## config.mk

```make
export PLATFORM = sky130hd
export DESIGN_NAME = fetch_packet_splitter
export DESIGN_NICKNAME = d
export VERILOG_FILES = /design/src/rtl/fetch_packet_splitter.sv
export SDC_FILE = /design/constraint.sdc
export NUM_CORES = 1
export LEC_CHECK = 0
export ABC_CLOCK_PERIOD_IN_PS = 2400
export BUFFER_PORTS_ARGS = -buffer_cell sky130_fd_sc_hd__buf_2
export CAP_MARGIN = 0
export CORE_MARGIN = 4
export CORE_UTILIZATION = 50
export DETAILED_ROUTE_END_ITERATION = 8
export PLACE_DENSITY = 0.81
export SETUP_SLACK_MARGIN = 0.5
export SLEW_MARGIN = 10
export SYNTH_ARGS = -nofsm -noshare
export SYNTH_HDL_FRONTEND = slang
export SYNTH_SLANG_ARGS = --single-unit
```

## constraint.sdc

```tcl
create_clock -name clk -period 2.4 [get_ports clk]
set_input_delay 0.24 -clock clk [delete_from_list [all_inputs] [get_ports clk]]
set_output_delay 0.24 -clock clk [all_outputs]
set_load 0.01 [all_outputs]
```

## src/rtl/fetch_packet_splitter.sv

```systemverilog
// Splits each 128-bit fetch packet popped from the fetch/decode FIFO into up to
// two 32-bit instructions and issues them in order to a single-issue decoder.
module fetch_packet_splitter #(
  parameter int DATA_WIDTH = 128,
  parameter int PC_WIDTH   = 32,
  parameter int CNT_WIDTH  = 32
) (
  input  logic                  clk,
  input  logic                  rst,
  input  logic                  flush,
  input  logic                  fifo_empty,
  input  logic [DATA_WIDTH-1:0] fifo_pop_data,
  output logic                  fifo_pop,
  output logic                  out_valid,
  input  logic                  out_ready,
  output logic [PC_WIDTH-1:0]   out_pc,
  output logic [PC_WIDTH-1:0]   out_inst,
  output logic [CNT_WIDTH-1:0]  issued_cnt
);

  typedef enum logic [1:0] {
    EMPTY = 2'd0,
    HOLD1 = 2'd1,
    HOLD2 = 2'd2
  } state_e;

  logic [PC_WIDTH-1:0] pc_q;
  logic [PC_WIDTH-1:0] inst0_q;
  logic [PC_WIDTH-1:0] inst1_q;
  logic [1:0]          mask_q;
  logic [1:0]          mask_d;
  state_e              state;
  logic                cur_slot;
  logic                fire;
  logic                last;
  logic                unused_resv;

  function automatic logic [PC_WIDTH-1:0] slot_pc(input logic [PC_WIDTH-1:0] base,
                                                  input logic slot);
    return base + (slot ? PC_WIDTH'(4) : '0);
  endfunction

  // Reserved header bits carry no meaning for issue.
  assign unused_resv = ^fifo_pop_data[31:2];

  // Slot 1 is current only when it is the sole remaining slot; an empty packet
  // points at slot 0 so the reset-cleared packet presents pc=0/inst=0.
  assign cur_slot  = mask_q[1] & ~mask_q[0];
  assign out_inst  = cur_slot ? inst1_q : inst0_q;
  assign out_pc    = slot_pc(pc_q, cur_slot);

  assign out_valid = rst & ~flush & (mask_q != 2'b00);
  assign fire      = out_valid & out_ready;
  assign last      = fire & (state == HOLD1);
  assign fifo_pop  = rst & ~flush & ~fifo_empty & ((state == EMPTY) | last);

  always_comb begin
    state  = EMPTY;
    mask_d = mask_q;
    case (mask_q)
      2'b00:   state = EMPTY;
      2'b11:   state = HOLD2;
      default: state = HOLD1;
    endcase
    if (flush) begin
      mask_d = 2'b00;
    end else if (fifo_pop) begin
      mask_d = fifo_pop_data[1:0];
    end else if (fire) begin
      mask_d = mask_q & (cur_slot ? 2'b01 : 2'b10);
    end
  end

  always_ff @(posedge clk or negedge rst) begin
    if (!rst) begin
      mask_q     <= 2'b00;
      pc_q       <= '0;
      inst0_q    <= '0;
      inst1_q    <= '0;
      issued_cnt <= '0;
    end else begin
      mask_q <= mask_d;
      if (fifo_pop) begin
        inst1_q <= fifo_pop_data[127:96];
        inst0_q <= fifo_pop_data[95:64];
        pc_q    <= fifo_pop_data[63:32];
      end
      if (fire) begin
        issued_cnt <= issued_cnt + CNT_WIDTH'(1);
      end
    end
  end

endmodule

```

==> reports/metrics.yaml, run 1 <==
yosys:
  synth_cell_types: 35
  synth_top_area_share_pct: 52.5
  synth_top_family_by_area: "simple AND/OR/NAND/NOR gates"
  muxShareOfSynthArea_pct: 5.98
  ys_top_cells_by_area: "dfrtp_1, nand2_1, xnor2_1"
  synth_warnings: 0
  synth_simple_gate_area_share_pct: 28.6
  synthAdderAreaFrac_pct: 1.41
  synth_nets: 815
  netlist_instances: 675
  synth-compound-area-share_pct: 0.505
  synth-seq-area-share_pct: 52.5
  synth-seq-cells: 130
  postSynthAreaPerCell_sq_um: 9.18
  synth_xor_xnor_area_share_pct: 8.34
  yosysTopAreaCell: "dfrtp_1"
  netlist_area_sq_um: 6200
die:
  die_h_microns: 119
  dieArea_sq_um: 14200
  fp-row-count: 40
  pin_count: 231
  start_util_pct: 51.4
  core_sq_um: 12100
  die_w_microns: 119
timing:
  post-route-min-period_ns: 2.84
  maxSlewViolCount: 0
  post-route-period-util_pct: 118
  fin_ws_ns: -0.440
  rsz0062_at_grt: "yes"
  tightestPinTransition_ns: 0.752
  clock.fmax_ghz: 0.352
  skew_ns: 0.0123
  whs_ns: -0.0409
  slew_headroom_pct: 49.9
  finalSetupViolations: 99
  finalSetupTns_ns: -7.27
  hold_viol: 14
worst_setup_path:
  crit_path_end_kind: "output port"
  critPathMostFrequentCell: "nand4_1"
  cp.arrival_ns: 2.60
  path_max_fanout: 6
  cp-start-kind: "flop"
  cp.depth: 6
  crit_chain: "nand4_1 > nor4_4 > buf_6 > nand4_1 > xnor2_1 > buf_2"
  slowest_delay_ns: 0.46
  cp.required_ns: 2.16
  slowest_stage: "dfrtp_1"
  path_delay_family: "simple AND/OR/NAND/NOR gates"
  critPathKind: "flop to output port"
  reg2reg_depth: 12
  path_buf_inv: 2
power_and_ir_drop:
  finalPower_mw: 8.08
  p_per_area_nw_per_um2: 705
  ir_drop_v: 0.000588
  leakage_nw: 5.97
min_path:
  min_path_type: "input port to async pin"
place:
  routabilityCongestion: 0.826
  dp_worst_setup_slack_ns: 0.231
  dp.cells: 1027
  dpl.hpwl_microns: 10200
  place_area_sq_um: 7520
  port_buffers: 200
routing:
  antenna_left: 0
  post_drt_wl_per_cell_microns: 27.9
  drtIter0Drc: 867
  drt_first_pass_iters: 6
  wl_microns: 32500
  avgViaCountPerCell: 6.26
  drc: 0
  vias: 7297
final_layout:
  design_area_sq_um: 11500
  layout-drive-gt1-share_pct: 63.5
  register_area_sq_um: 3260
  final_util_pct: 95.0
  n_fill_cell: 300
  multi_input_area_sq_um: 4300
  syn2layout_area_growth_pct: 84.8
  final_nets: 1121
  final_cells: 1166
global_route:
  grt_max_degree: 129
  first_global_vias: 6596
  grt_pass1_wl_microns: 35700
  overflow: 0
  grtUsageTotal_pct: 32.8
  antenna_found_initial: 3
clock_network:
  cts_root_buf: "clkbuf_16"
  cts_made_buffers: 17
  clkSinkCount: 130
  cts_tree: "yes"
  path_clk_slew_ns: 0.07
  cts.htree.levels: 4
  clock_latency_ns: 0.44
  clk_path_buf_depth: 2
outcome:
  violations: "negative hold slack, negative setup slack"
  outcome: "finished, violations left"
flow_run:
  maxCapViolations: 0
path summary, 6_finish.rpt:
kind | start | endpoint | slack (ns)
min | rst | issued_cnt[13] | -0.04
min reg2reg | issued_cnt[31] | issued_cnt[31] | 0.51
max | pc_q[8] | out_pc[29] | -0.44
min in group clk | fifo_pop_data[87] | inst0_q[23] | 0
max reg2reg | mask_q[0] | issued_cnt[19] | -0.20
max in group asynchronous | rst | pc_q[5] | 1.79
Yosys cell counts:
cell type / n
nand2_1: 309
dfrtp_1: 130
xnor2_1: 44
mux2_2: 32
nand4_1: 24
clkbuf_1: 22
nand3_1: 21
xor2_1: 15
nor2_1: 13
and3_1: 7
ha_1: 7
inv_1: 6
nor4_2: 6
and4_1: 4
buf_2: 4
and2_1: 3
buf_4: 3
nor3_1: 3
nor4_1: 3
nor3b_1: 2
o21ai_0: 2
or4_1: 2
a311oi_1: 1
and3b_1: 1
buf_6: 1
inv_2: 1
mux2i_1: 1
nand2b_1: 1
nand4bb_1: 1
nor2b_1: 1
nor4_4: 1
nor4bb_1: 1
o21a_1: 1
o21ai_1: 1
or4_4: 1
worst register-to-register path: cells and delay by family (launching register included):
family / cells / cell delay, ns
buffers and inverters: 7 / 0.86
AND/OR/NAND/NOR: 3 / 0.89
flip-flops: 1 / 0.39
XOR/XNOR: 1 / 0.22
adder cells (fa/ha/maj): 1 / 0.16
final cells by class:
type                            count  area share, %
Multi-Input combinational cell    508           37.6
Sequential cell                   130           28.4
Timing Repair Buffer              316           26.3
Clock buffer                       20           3.99
Tap cell                          168           1.84
Clock inverter                     12           1.35
Inverter                            7          0.360
Antenna cell                        4         0.0874
Timing Repair inverter              1         0.0546
what timing repair did:
action,in CTS,in global routing
setup endpoints to repair,146,190
gates cloned,26,2
pin swaps,125,114
hold endpoints to repair,19,0
hold buffers,18,0
gates resized for setup,198,299
setup buffers,32,25
flip-flops by register name (all words and copies together), names as in the netlist:
register	count
pc_q	32
mask_q	2
issued_cnt	32
inst0_q	32
inst1_q	32
cell families after synthesis:
| group | Yosys count |
|---|---|
| buffers and inverters | 37 |
| AO/OA/AOI/OAI | 5 |
| adder cells (fa/ha/maj) | 7 |
| AND/OR/NAND/NOR | 404 |
| multiplexers | 33 |
| flip-flops | 130 |
| XOR/XNOR | 59 |
routing by layer:
layer | routed length [microns] | global-route usage [%]
met1 | 10800 | 38.4
met2 | 15600 | 56.1
met3 | 3480 | 9.45
met4 | 2610 | 14.1
met5 | 0 | 0
placed cells by master, fill, tap and decap left out, types with 13 or more instances in the layout:
master	synthesis	final
nand2_2	0	114
dlygate4sd3_1	0	18
buf_2	4	167
buf_4	3	34
xor2_1	15	13
nand2_4	0	87
mux2_4	0	23
dfrtp_1	130	128
nand4_1	24	24
clkbuf_16	0	19
buf_6	1	42
nand2_1	309	108
xnor2_1	44	28
xnor2_2	0	16
buf_16	0	26
buf_12	0	20
report_power, final:
| part | switching [mW] | internal (mW) | leakage, nW |
|---|---|---|---|
| Sequential | 0.508 | 2.54 | 1.66 |
| Combinational | 1.10 | 1.12 | 4.01 |
| Clock | 1.11 | 1.69 | 0.296 |
| Total | 2.72 | 5.36 | 5.97 |
(Power assumes the default switching activity.)
==> run 2: changes to the inputs <==
--- a/config.mk
+++ b/config.mk
@@ -10,7 +10,6 @@
 export CAP_MARGIN = 0
 export CORE_MARGIN = 4
-export CORE_UTILIZATION = 50
+export CORE_UTILIZATION = 30
 export DETAILED_ROUTE_END_ITERATION = 8
-export PLACE_DENSITY = 0.81
 export SETUP_SLACK_MARGIN = 0.5
 export SLEW_MARGIN = 10
==> constraint.sdc (replaced) <==
create_clock -name clk -period 2.4 [get_ports clk]
set_input_delay 0.36 -clock clk [delete_from_list [all_inputs] [get_ports clk]]
set_output_delay 0.36 -clock clk [all_outputs]
set_load 0.01 [all_outputs]
==> run 2 against run 1 <==
  * The flow finishes with violations (negative setup slack)
  * Design area is 18% lower
  * Sequential share of layout area is 6.2 points higher
  * Global-route usage is 17 points lower
  * Final cell count is 3.3% higher
  * Register-to-register slack better by 0.51 ns
  * First-iteration DRC count is 79% lower
  * Die area is 62% higher
  * Total power is 16% lower
  * Fmax is 11% higher
  * Clock power is 7% lower
  * Largest cell class unchanged
  * Highest routed layer unchanged
==> reports/metrics.yaml, run 2 (synthesis gave the netlist of run 1 again) <==
outcome:
  violations: "negative setup slack"  # was negative hold slack, negative setup slack
  outcome: "finished, violations left"  # unchanged
global_route:
  grt_max_degree: 68  # was 129
  overflow: 0  # unchanged
  grtUsageMet3_pct: 4.10  # was 9.45%
  met1_usage_pct: 20.5  # was 38.4%
  grt_use_met2_pct: 25.6  # was 56.1%
  first_global_vias: 5397  # was 6596
  grtUsageTotal_pct: 15.6  # was 32.8%
  grt_pass1_wl_microns: 28000  # was 35700 microns
  antenna_found_initial: 0  # was 3
  busiest_layer: "met2"  # unchanged
power_and_ir_drop:
  leakage_nw: 5.00  # was 5.97 nW
  p_per_area_nw_per_um2: 726  # was 705 nW/um^2
  ir_drop_v: 0.000511  # was 0.000588 V
  finalPower_mw: 6.82  # was 8.08 mW
clock_network:
  clkSinkCount: 130  # unchanged
  holdBufCountCts: 0  # was 18
  cts_root_buf: "clkbuf_16"  # unchanged
  clk_path_buf_depth: 2  # unchanged
  cts_made_buffers: 17  # unchanged
  path_clk_slew_ns: 0.07  # about the same
  cts_tree: "yes"  # unchanged
  clock_latency_ns: 0.40  # was 0.44 ns
  cts.htree.levels: 4  # unchanged
timing:
  finalSetupViolations: 47  # was 99
  post-route-min-period_ns: 2.55  # was 2.84 ns
  tightestPinTransition_ns: 0.861  # was 0.752 ns
  rsz0062_at_grt: "yes"  # unchanged
  slew_headroom_pct: 42.6  # was 49.9%
  finalSetupTns_ns: -1.91  # was -7.27 ns
  post-route-period-util_pct: 106  # was 118%
  hold_viol: 0  # was 14
  clock.fmax_ghz: 0.392  # was 0.352 GHz
  fin_ws_ns: -0.150  # was -0.440 ns
  maxSlewViolCount: 0  # unchanged
  skew_ns: 0.00811  # was 0.0123 ns
place:
  port_buffers: 200  # unchanged
  dpl.hpwl_microns: 11300  # was 10200 microns
  routabilityCongestion: 0.738  # was 0.826
final_layout:
  final_nets: 1061  # was 1121
  final_common_cell: "nand2_1"  # was buf_2
  antenna-diode-count: 0  # was 4
  multi_input_area_sq_um: 3380  # was 4300 sq um
  final_cell_mix: "nand2_1, buf_2, dfrtp_1"  # was buf_2, dfrtp_1, nand2_2
  register_area_sq_um: 3260  # about the same
  layout-drive-gt1-share_pct: 44.0  # was 63.5%
  n_fill_cell: 1997  # was 300
  final_util_pct: 46.3  # was 95.0%
  syn2layout_area_growth_pct: 51.6  # was 84.8%
routing:
  vias: 5455  # was 7297
  avgViaCountPerCell: 4.53  # was 6.26
  wl_microns: 19500  # was 32500 microns
  drt_first_pass_iters: 4  # was 6
  drtIter0Drc: 182  # was 867
  post_drt_wl_per_cell_microns: 16.2  # was 27.9 microns
  antenna_left: 0  # unchanged
  drc: 0  # unchanged
die:
  dieArea_sq_um: 23000  # was 14200 sq um
  die_w_microns: 152  # was 119 microns
  start_util_pct: 30.5  # was 51.4%
  pin_count: 231  # unchanged
  fp-row-count: 52  # was 40
  core_sq_um: 20300  # was 12100 sq um
  die_h_microns: 152  # was 119 microns
worst_setup_path:
  crit_path_end_kind: "output port"  # unchanged
  r2r-end: "issued_cnt[15]"  # was issued_cnt[19]
  cp.required_ns: 2.04  # was 2.16 ns
  slowest_stage: "or4_4"  # was dfrtp_1
  slowest_delay_ns: 0.45  # was 0.46 ns
  cp.arrival_ns: 2.19  # was 2.60 ns
  r2r_setup_slack_ns: 0.31  # was -0.20 ns
  critPathMostFrequentCell: "ha_4"  # was nand4_1
  critPathKind: "flop to output port"  # unchanged
  path_max_fanout: 3  # was 6
  rr_startpoint: "mask_q[1]"  # was mask_q[0]
  reg2reg_depth: 9  # was 12
  crit_chain: "inv_2 > ha_4 > ha_4 > ha_4 > inv_4 > or4_4 > nor2_4 > xnor2_2 > buf_2"  # was nand4_1 > nor4_4 > buf_6 > nand4_1 > xnor2_1 > buf_2
  cp-start-kind: "flop"  # unchanged
min_path:
  worstHoldEndpoint: "inst0_q[5]"
  whs_path_depth: 3
  holdCritStartpoint: "fifo_pop_data[69]"
  min_path_type: "input port to flop"  # was input port to async pin
flow_run:
  maxCapViolations: 0  # unchanged
-- run 2: cell types whose count changed in the layout (fill, tap and decap cells not counted), sizes merged --
cell         previous run  this run
inv                     9        14
dlygate4sd3            18         0
clkinv                  6         3
buf                   296       252
bufinv                  3         2
diode                   4         0
clkinvlp                2         3
-- run 2: cell type report --
cell class | count | share of cell area (%)
tap | 270 | 3.60
sequential | 130 | 34.7
clock buffer | 17 | 4.53
clock inverter | 15 | 1.84
timing repair buffer | 257 | 19.1
inverter | 7 | 0.333
multi-input combinational | 508 | 36.0
-- run 2: per-layer routing --
layer | part of all wire [%] | vias to the layer above
met5 | 0 | -
li1 | - | 2686
met4 | 0.82 | 0
met1 | 45 | 2596
met2 | 48 | 164
met3 | 6.5 | 9
-- run 2: critical path: cells and delay by family, from the launching register on --
kind / cells / cell delay (ns)
adders and majority gates: 3 / 0.45
buffers and inverters: 3 / 0.26
DFF: 1 / 0.39
xor gates and xnor gates: 1 / 0.11
and+or+nand+nor: 2 / 0.57
-- run 2: power by group --
| group | internal, mW | leakage (nW) | switching (mW) |
|---|---|---|---|
| clock network | 1.56 | 0.284 | 1.06 |
| registers | 2.54 | 1.66 | 0.302 |
| logic | 0.664 | 3.06 | 0.690 |
-- run 2: what timing repair did --
item / in CTS / in global routing
pin swaps: 19 / 28
buffers inserted: 17 / 14
gates cloned: 5 / 8
endpoints found under the setup margin: 172 / 157
gates resized for setup: 46 / 72
-- run 2: worst max-delay path by stage --
stage                     startpoint    endpoint  cells past startpoint  slack, ns
after floorplan              pc_q[4]  out_pc[23]                      4       0.39
final                      mask_q[0]  out_pc[18]                      9      -0.15
after detailed placement   mask_q[0]  out_pc[18]                      9       0.20
after global routing       mask_q[0]  out_pc[18]                      9      -0.26
after CTS                  mask_q[0]  out_pc[18]                      9      -0.19
after global placement     mask_q[0]  out_pc[18]                      9       0.21
-- run 2: through the flow --
stage | instances | instance area (sq um) | hold slack (ns) | setup WS [ns]
4_1_cts | 1182 | 8820 | 0.118 | -0.192
2_1_floorplan | 675 | 6430 | 0.0644 | 0.393
6_report | 1204 | 9390 | 0.142 | -0.150
3_3_place_gp | 1128 | 7750 | 0.452 | 0.215
5_1_grt | 1204 | 9390 | 0.127 | -0.255
3_5_place_dp | 1128 | 7750 | 0.457 | 0.203
